**config.mk**
```make
export PLATFORM = sky130hd
export DESIGN_NAME = imem_loader
export DESIGN_NICKNAME = d
export VERILOG_FILES = /design/src/rtl/imem_loader_pkg.sv /design/src/rtl/imem_loader_byte_packer.sv /design/src/rtl/imem_loader.sv
export SDC_FILE = /design/constraint.sdc
export NUM_CORES = 1
export LEC_CHECK = 0
export ABC_AREA = 1
export ABC_CLOCK_PERIOD_IN_PS = 5500
export CORE_UTILIZATION = 50
export DETAILED_ROUTE_END_ITERATION = 8
export PLACE_DENSITY = 0.83
export SKIP_LAST_GASP = 1
export SLEW_MARGIN = 30
export SYNTH_ARGS = -nofsm -noshare
export SYNTH_HDL_FRONTEND = slang
export SYNTH_SLANG_ARGS = --single-unit
```
**constraint.sdc**
```tcl
create_clock -name clk -period 5.5 [get_ports clk]
set_input_delay 0.825 -clock clk [delete_from_list [all_inputs] [get_ports clk]]
set_output_delay 0.825 -clock clk [all_outputs]
set_load 0.1 [all_outputs]
```
**src/rtl/imem_loader_pkg.sv**
```systemverilog
// Shared types and sizing helpers for the instruction-memory loader.
package imem_loader_pkg;
  localparam int IMEM_WORDS_DEFAULT = 1024;

  typedef enum logic [1:0] {IDLE, LOAD, DONE, ERR} state_t;

  function automatic int addr_w_of(input int words);
    return (words <= 1) ? 1 : $clog2(words);
  endfunction
endpackage

```
**src/rtl/imem_loader_byte_packer.sv**
```systemverilog
// Assembles little-endian 32-bit words from an accepted byte stream.
module byte_packer (
  input  logic        clk,
  input  logic        resetn,
  input  logic        clr,
  input  logic        accept,
  input  logic [7:0]  in_byte,
  output logic        word_valid,
  output logic [31:0] word
);
  logic [1:0]  cnt;
  logic [23:0] asm_q;  // only three bytes are stored; the fourth arrives with word_valid

  assign word_valid = accept && (cnt == 2'd3);
  assign word       = {in_byte, asm_q};

  always_ff @(posedge clk or negedge resetn) begin
    if (!resetn) begin
      cnt   <= '0;
      asm_q <= '0;
    end else if (clr) begin
      cnt   <= '0;
      asm_q <= '0;
    end else if (accept) begin
      cnt   <= cnt + 2'd1;
      asm_q <= {in_byte, asm_q[23:8]};
    end
  end
endmodule

```
**src/rtl/imem_loader.sv**
```systemverilog
// Streams program bytes into instruction memory, holding the core in reset until the load completes.
module imem_loader
  import imem_loader_pkg::*;
#(
  parameter int IMEM_WORDS = IMEM_WORDS_DEFAULT,
  parameter int ADDR_W     = addr_w_of(IMEM_WORDS)
) (
  input  logic              clk,
  input  logic              resetn,
  input  logic              start,
  input  logic [ADDR_W:0]   num_words,
  input  logic              in_valid,
  input  logic [7:0]        in_data,
  output logic              in_ready,
  output logic              mem_we,
  output logic [ADDR_W-1:0] mem_addr,
  output logic [31:0]       mem_wdata,
  output logic              busy,
  output logic              done,
  output logic              error,
  output logic              cpu_resetn
);
  localparam logic [ADDR_W:0] MAX_WORDS = (ADDR_W+1)'(IMEM_WORDS);

  state_t            state, state_nxt;
  logic [ADDR_W:0]   nwords;
  logic [ADDR_W-1:0] wcnt;
  logic              num_ok, load_go, load_bad, accept, last_word, word_valid;
  logic [31:0]       word;

  assign num_ok    = (num_words != '0) && (num_words <= MAX_WORDS);
  assign load_go   = start && (state != LOAD) && num_ok;
  assign load_bad  = start && (state != LOAD) && !num_ok;
  assign accept    = in_valid && (state == LOAD);
  assign last_word = ({1'b0, wcnt} == (nwords - 1'b1));

  // Status outputs decode the state register, so they are glitch-free and reset asynchronously.
  assign in_ready   = (state == LOAD);
  assign busy       = (state == LOAD);
  assign done       = (state == DONE);
  assign error      = (state == ERR);
  assign cpu_resetn = (state == DONE);

  byte_packer u_packer (
    .clk       (clk),
    .resetn    (resetn),
    .clr       (load_go),
    .accept    (accept),
    .in_byte   (in_data),
    .word_valid(word_valid),
    .word      (word)
  );

  always_comb begin
    state_nxt = state;
    case (state)
      LOAD:    if (word_valid && last_word) state_nxt = DONE;
      default: begin
        if (load_go)       state_nxt = LOAD;
        else if (load_bad) state_nxt = ERR;
      end
    endcase
  end

  always_ff @(posedge clk or negedge resetn) begin
    if (!resetn) begin
      state     <= IDLE;
      nwords    <= '0;
      wcnt      <= '0;
      mem_we    <= 1'b0;
      mem_addr  <= '0;
      mem_wdata <= '0;
    end else begin
      state  <= state_nxt;
      mem_we <= word_valid;
      if (load_go) begin
        nwords <= num_words;
        wcnt   <= '0;
      end
      if (word_valid) begin
        mem_addr  <= wcnt;
        mem_wdata <= word;
        // Saturate on the last word so the address never wraps.
        if (!last_word) wcnt <= wcnt + 1'b1;
      end
    end
  end
endmodule
```
Word level (Yosys, flattened, before mapping)
Index checks and enable logic that the tools add are counted.
- $add $sub $neg: 3
- mux-type cells: 11
- equality and inequality tests: 7
- reductions and logical operators: 12
- $lt $le $gt $ge: 1
- operators by type and width (cell ; number):
    $mux W24 ; 2
    $mux W10 ; 3
    $mux W2 ; 6
    $eq A10 B11 Y1 ; 1
    $le A11 B11 Y1 const B ; 1
    $reduce_bool A11 Y1 ; 1
    $sub A11 B1 Y11 const B ; 1
    $add A10 B1 Y10 const B ; 1
    $logic_and A1 B1 Y1 ; 7
    $eq A2 B2 Y1 const B ; 3
    $ne A2 B1 Y1 const B ; 2
    $reduce_bool A3 Y1 ; 1
    $add A2 B1 Y2 const B ; 1
    $eq A2 B1 Y1 const B ; 1
    $reduce_and A2 Y1 ; 1
    $reduce_bool A2 Y1 ; 1
    $logic_not A1 Y1 ; 1
- bits in registers: 92
- output and inout bits: 48
- logic and storage cells: 42

Longest topological paths before layout
Gate-level depths: netlist of the first run.
- depth after elaboration: 7
- mapped depth: 15

Cells and area by module
From an unflattened synthesis of the first run, not the netlist that was laid out.
- cells, all modules: 545
- area, all modules: 4510.6 sq um
- by module, submodules not included (module ; cells each ; area an instance (sq um) ; times used ; seq. area each (sq um)):
    imem_loader ; 420 ; 3245.6 ; 1 ; 1651.6
    byte_packer ; 125 ; 1265.0 ; 1 ; 650.6

Worst setup path after synthesis of the first run
No wires, ideal clock.
- path kind: reg2out
- start: register state[1]
- end: output port done
- data required time: 4.675 ns
- cell stages (with the launch flop): 4
- data arrival time: 2.207 ns
- path slack: 2.468 ns
- path through: dfrtp_1 -> inv_1 -> nor2_1 -> buf_4
- cells in the longest elaborated chain, start to end: 1
- ends and longest elaborated chain (element ; RTL line ; RTL):
    start: declaration ; imem_loader.sv:25 ; state_t state, state_nxt;
    start signal: assignment ; imem_loader.sv:74 ; state <= state_nxt;
    $eq A2 B2 Y1 ; - ;
    end: declaration ; imem_loader.sv:19 ; output logic done,
No other way between the ends.

Worst setup path after layout of the first run
- start: input port num_words[9]
- end: register u_packer.asm_q[3]
- cells in the longest elaborated chain, start to end: 4
- elaborated cells between the ends (all ways): 6
- classes of those cells: 1 x order compare; 1 x mux; 4 x reduce/logical
- ends and longest elaborated chain (element ; RTL line ; RTL):
    start: declaration ; imem_loader.sv:11 ; input logic [ADDR_W:0] num_words,
    $le A11 B11 Y1 or $reduce_bool A11 Y1 (tied branches) ; imem_loader.sv:31 ; assign num_ok = (num_words != '0) && (num_words <= MAX_WORDS);
    $logic_and A1 B1 Y1 (*) ; imem_loader.sv:31 ;
    $logic_and A1 B1 Y1 (*) ; imem_loader.sv:32 ; assign load_go = start && (state != LOAD) && num_ok;
    $mux W24 or $reduce_bool A2 Y1 (tied branches) ; - ;
    end signal: assignment ; imem_loader_byte_packer.sv:26 ; asm_q <= {in_byte, asm_q[23:8]};
    end: declaration ; imem_loader_byte_packer.sv:12 ; logic [23:0] asm_q;
Every way passes the cells marked *; elsewhere a longest branch is shown, timed or not.
A chain may end at the register's enable or synchronous reset.

==> impl_metrics.tcl, run 1 <==
set metrics [dict create \
    wl_per_cell_microns 12.4 \
    cts_sinks 92 \
    synth_edf_count 0 \
    timing.final.crit_share_pct 55.0 \
    grt_pass1_wl_microns 15000 \
    antenna_found_initial 0 \
    routed_wl_microns 8990 \
    clk_pin_slew_ns 0.10 \
    hold_path_class "in2async" \
    grt-ovfl-total 0 \
    placed_area_sq_um 5130 \
    postCtsSetupBuffers 0 \
    cp-start-kind "input pin" \
    yosys.area.top_type "dfrtp_1" \
    die_h_microns 95.7 \
    peakVddDrop_mv 0.366 \
    path_common_cell "nor2_1" \
    use_met2_pct 32.4 \
    drive_above_1_share_pct 6.61 \
    leakagePower_nw 2.77 \
    io_pins 71 \
    die_w_microns 95.7 \
    syn_to_final_growth_pct 21.8 \
    switching_share_pct 52.7 \
    htreeDepth 3 \
    worst_slew_pin_slew_ns 1.00 \
    synth_seq_cells 92 \
    coreArea_sq_um 8340 \
    core.rowCount 33 \
    total_power_mw 3.36 \
    maxSlewHeadroom_pct 32.8 \
    clk_latency_ns 0.36 \
    vias 3485 \
    drc_errors 0 \
    start_util_pct 52.6 \
    synth_area_leaders "dfrtp_1, nand2_1, inv_1" \
    setup_viol 0 \
    grt_setup_unrepaired "no" \
    fin_area_sq_um 5340 \
    cts_tree "done" \
    diodes 0 \
    clk_path_buf_depth 2 \
    grt_pass1_vias 3179 \
    portBuffers 70 \
    synth_nets 578 \
    internal_power_mw 1.59 \
    fin_setup_tns_ns 0 \
    worst_ep_arrival_time_ns 3.29 \
    clock_skew_ns 0.0136 \
    slowest_stage "nand2_1" \
    drtPass1Iterations 5 \
    synth_top_cells_by_count "nand2_1, inv_1, dfrtp_1" \
    worstPathRequired_ns 5.76 \
    dp_hpwl_microns 6260 \
    worstPathCellList "clkdlybuf4s50_1 -> nor2_1 -> nand3_1 -> nor2_1 -> nand3_1 -> a21oi_1 -> nand2_2 -> nand2_1 -> nor2_1 -> nor2_1 -> inv_1" \
    crit_buf_inv 2 \
    crit_type "in2reg" \
    critPathMaxFanout 35 \
    cp.depth 11 \
    pwr_density_cell_nw_per_um2 630 \
    timing.fmax_mhz 331 \
    die-area_sq_um 9150 \
    syn_area_sq_um 4390 \
    hold_violations 0 \
    cts_hold_buffers 0 \
    cp_top_family "simple AND/OR/NAND/NOR gates" \
    synth_top_area_share_pct 52.5 \
    use_met3_pct 2.63 \
    first_iter_violations 232 \
    seq_area_frac_synth_pct 52.5 \
    slew_violations 0 \
    cts_made_buffers 9 \
    ant_nets 0 \
    grt_max_degree 93 \
    grt_usage_pct 21.3 \
    pwr-share-comb_pct 54.2 \
    synth-main-ff-cell "dfrtp_1" \
    switchingPower_mw 1.77 \
    n_fill_cell 722 \
    avgSynthCellArea_sq_um 7.94 \
    grt_busiest_layer "met2" \
    synthArstFlopShare_pct 100 \
    timing.hold.ws_ns 0.489 \
    reg2reg_from "state[0]$_DFFE_PN0P_" \
    startpoint "num_words[9]" \
    nNetsFinal 641 \
    via_per_inst 4.81 \
    cp_slowest_stage_delay_ns 0.78 \
    cts_root_buf "clkbuf_8" \
    yosysWarnings 0 \
    p_seq_share_pct 31.7 \
    final_util_pct 64.0 \
    use_met1_pct 31.3 \
    gp_congestion 0.773 \
    yosysUniqueCellTypes 29 \
    maxCapViolCount 0 \
    pwr-share-clk_pct 14.1 \
    post-route-min-period_ns 3.02 \
    cts_resized 0 \
    post-synth-top-count-cell "nand2_1" \
    endpoint_kind "register" \
    status "complete, no violations" \
    r2r_cells 7 \
    syn_inst 552 \
]
sequential cells by signal, summed over array words and instances, names as in the netlist:
name	flops
u_packer.asm_q	24
mem_wdata	32
mem_addr	10
wcnt	10
state	2
mem_we	1
nwords	11
u_packer.cnt	2
stage by stage:
stage / cells / worst slack [ns]
2_1_floorplan: 552 / 2.47
3_3_place_gp: 709 / 2.22
3_5_place_dp: 709 / 2.07
4_1_cts: 725 / 2.45
5_1_grt: 725 / 2.17
6_report: 725 / 2.48
power groups by stage:
stage          combinational [mW]  clock [mW]  sequential (mW)
2_1_floorplan               0.701           0             1.78
5_1_grt                      1.96       0.513             1.09
3_5_place_dp                 1.82           0             1.08
4_1_cts                      1.83       0.483             1.07
3_3_place_gp                 1.78           0             1.07
6_report                     1.82       0.474             1.07
cell usage in the layout, fill, tap and decap left out, types with 4 or more instances in the layout:
cell type        count
a21oi_1              4
o21ai_1              6
dfrtp_1             92
o21ai_0             51
nor2_2               5
xor2_1              11
nor2_1              89
inv_1              100
clkdlybuf4s50_1     69
clkbuf_8            10
xnor2_1              5
nand2_1            119
nand3_1             23
kinds of logic after synthesis:
kind of cell	Yosys count	synth area share [%]
and+or+nand+nor	257	25.3
buffers and inverters	122	11.0
DFF	92	52.5
AOI/OAI and AO/OA	62	7.13
xor gates and xnor gates	16	3.20
adders and majority gates	3	0.856
path summary, 6_finish.rpt:
kind | end | slack [ns]
worst max-delay path | u_packer.asm_q[3]$_DFFE_PN0P_ | 2.48
worst min-delay path | mem_wdata[26]$_DFFE_PN0P_ | 0.49
worst max register to register | u_packer.cnt[1]$_DFFE_PN0P_ | 2.93
worst min register to register | mem_wdata[5]$_DFFE_PN0P_ | 0.49
max in group asynchronous | state[0]$_DFFE_PN0P_ | 4.40
min in group clk | mem_wdata[5]$_DFFE_PN0P_ | 0.49
metal layers:
metal	part of all wire (%)	routed length, microns
met1	48	4280
met2	47	4220
met3	4.1	364
met4	1.3	114
met5	0	0
final cells by class:
cell class	instances	area, sq um	area share (%)
sequential	92	2300	43.1
multi-input combinational	338	1600	30.0
timing repair buffer	72	717	13.4
inverter	102	383	7.17
clock buffer	10	138	2.58
tap	105	131	2.46
clock inverter	6	70.1	1.31
No activity file was read; power rests on OpenSTA's default activity.
==> run 2, diff against run 1 <==
--- a/config.mk
+++ b/config.mk
@@ -6,7 +6,7 @@
 export NUM_CORES = 1
 export LEC_CHECK = 0
 export ABC_AREA = 1
-export ABC_CLOCK_PERIOD_IN_PS = 5500
+export ABC_CLOCK_PERIOD_IN_PS = 3100
 export CORE_UTILIZATION = 50
 export DETAILED_ROUTE_END_ITERATION = 8
 export PLACE_DENSITY = 0.83
==> constraint.sdc (replaced) <==
create_clock -name clk -period 3.1 [get_ports clk]
set_input_delay 0.465 -clock clk [delete_from_list [all_inputs] [get_ports clk]]
set_output_delay 0.465 -clock clk [all_outputs]
set_load 0.1 [all_outputs]
==> impl_metrics.tcl, run 2 (synthesis gave the netlist of run 1 again) <==
set metrics [dict create \
    status "complete, no violations" \
    worst_slew_pin_slew_ns 0.809 \
    grt_usage_pct 21.8 \
    wl_per_cell_microns 12.4 \
    htreeDepth 3 \
    hold_violations 0 \
    total_power_mw 5.84 \
    maxCapViolCount 0 \
    crit_type "reg2reg" \
    diodes 0 \
    clock_skew_ns 0.00860 \
    final_cell_mix "nand2_1, inv_1, dfrtp_1" \
    gp_congestion 0.825 \
    clk_pin_slew_ns 0.09 \
    drtPass1Iterations 5 \
    dp.cells 711 \
    cts_tree "done" \
    setup_viol 0 \
    dp_slack_ns 0.847 \
    via_per_inst 4.84 \
    placed_area_sq_um 5040 \
    hold_path_class "in2async" \
    drc_errors 0 \
    leakagePower_nw 2.85 \
    portBuffers 70 \
    critPathMaxFanout 17 \
    worst_ep_arrival_time_ns 2.59 \
    timing.final.crit_share_pct 74.0 \
    core.rowCount 33 \
    timing.fmax_mhz 436 \
    timing.hold.ws_ns 0.166 \
    routed_wl_microns 9050 \
    ant_nets 0 \
    fin_area_sq_um 5230 \
    pwr_density_cell_nw_per_um2 1120 \
    grt_setup_unrepaired "no" \
    largest-register "mem_wdata" \
    syn_to_final_growth_pct 19.2 \
    reg2reg_from "nwords[0]$_DFFE_PN0P_" \
    start_util_pct 52.6 \
    drive_above_1_share_pct 14.5 \
    cp-start-kind "register" \
    clk_latency_ns 0.37 \
    nNetsFinal 643 \
    cts_made_buffers 9 \
    io_pins 71 \
    die_w_microns 95.7 \
    largest_reg_flops 32 \
    dp_hpwl_microns 6450 \
    clk_path_buf_depth 2 \
    cts_sinks 92 \
    postCtsSetupBuffers 0 \
    grt-ovfl-total 0 \
    cts_resized 0 \
    cts_root_buf "clkbuf_8" \
    post-route-min-period_ns 2.29 \
    grt_pass1_vias 3266 \
    worstPathRequired_ns 3.40 \
    first_iter_violations 247 \
    coreArea_sq_um 8340 \
    startpoint "nwords[0]$_DFFE_PN0P_" \
    grt_pass1_wl_microns 15200 \
    cts_hold_buffers 0 \
    peakVddDrop_mv 0.710 \
    reg_top3 "mem_wdata: 32 flops, u_packer.asm_q: 24 flops, nwords: 11 flops" \
    final_util_pct 62.7 \
    maxSlewHeadroom_pct 46.1 \
    vias 3521 \
    grt_max_degree 93 \
    die_h_microns 95.7 \
    postLayoutSetupSlackWorst_ns 0.806 \
    final_cells 727 \
    antenna_found_initial 0 \
    endpoint_kind "register" \
    die-area_sq_um 9150 \
    slew_violations 0 \
    fin_setup_tns_ns 0 \
    final_common_cell "nand2_1" \
]
run 2: final cells by class:
cell class / instances / area [sq um]
clock buffer: 11 / 141
clock inverter: 5 / 45.0
fill: 725 / 3110
inverter: 102 / 383
multi-input combinational: 338 / 1600
sequential: 92 / 2300
tap: 105 / 131
timing repair buffer: 74 / 624
run 2: layer usage:
metal | routed length (microns) | share of wire (%) | track usage [%]
met5 | 0 | 0 | 0
met4 | 131 | 1.4 | 7.09
met3 | 346 | 3.8 | 4.39
met2 | 4260 | 47 | 34.9
met1 | 4310 | 48 | 29.9
run 2: worst paths after layout:
check	end	slack [ns]	cells past startpoint
max	wcnt[0]$_DFF_PN0_	0.81	14
min	u_packer.asm_q[13]$_DFFE_PN0P_	0.17	1
max reg2reg	wcnt[0]$_DFF_PN0_	0.81	14
min reg2reg	mem_wdata[0]$_DFFE_PN0P_	0.49	2
max in group asynchronous	mem_wdata[13]$_DFFE_PN0P_	2.40	1
min in group clk	mem_wdata[0]$_DFFE_PN0P_	0.49	2
run 2: power breakdown:
part	switching (mW)	leakage (nW)	internal [mW]
logic	2.44	1.55	0.740
registers	0.280	1.21	1.62
clock network	0.438	0.0920	0.325
total	3.15	2.85	2.68
run 2: worst max-delay path, stage by stage, from the launching register on:
cell	delay, ns
dfrtp_1	0.41
inv_1	0.20
ha_1	0.35
inv_1	0.07
nand2_1	0.09
nand2_1	0.06
nand2_1	0.05
nand2_1	0.05
nor2_1	0.14
nand3_1	0.12
nor2_2	0.17
nand3_4	0.14
nand2_4	0.20
nand2_1	0.09
o21ai_1	0.08
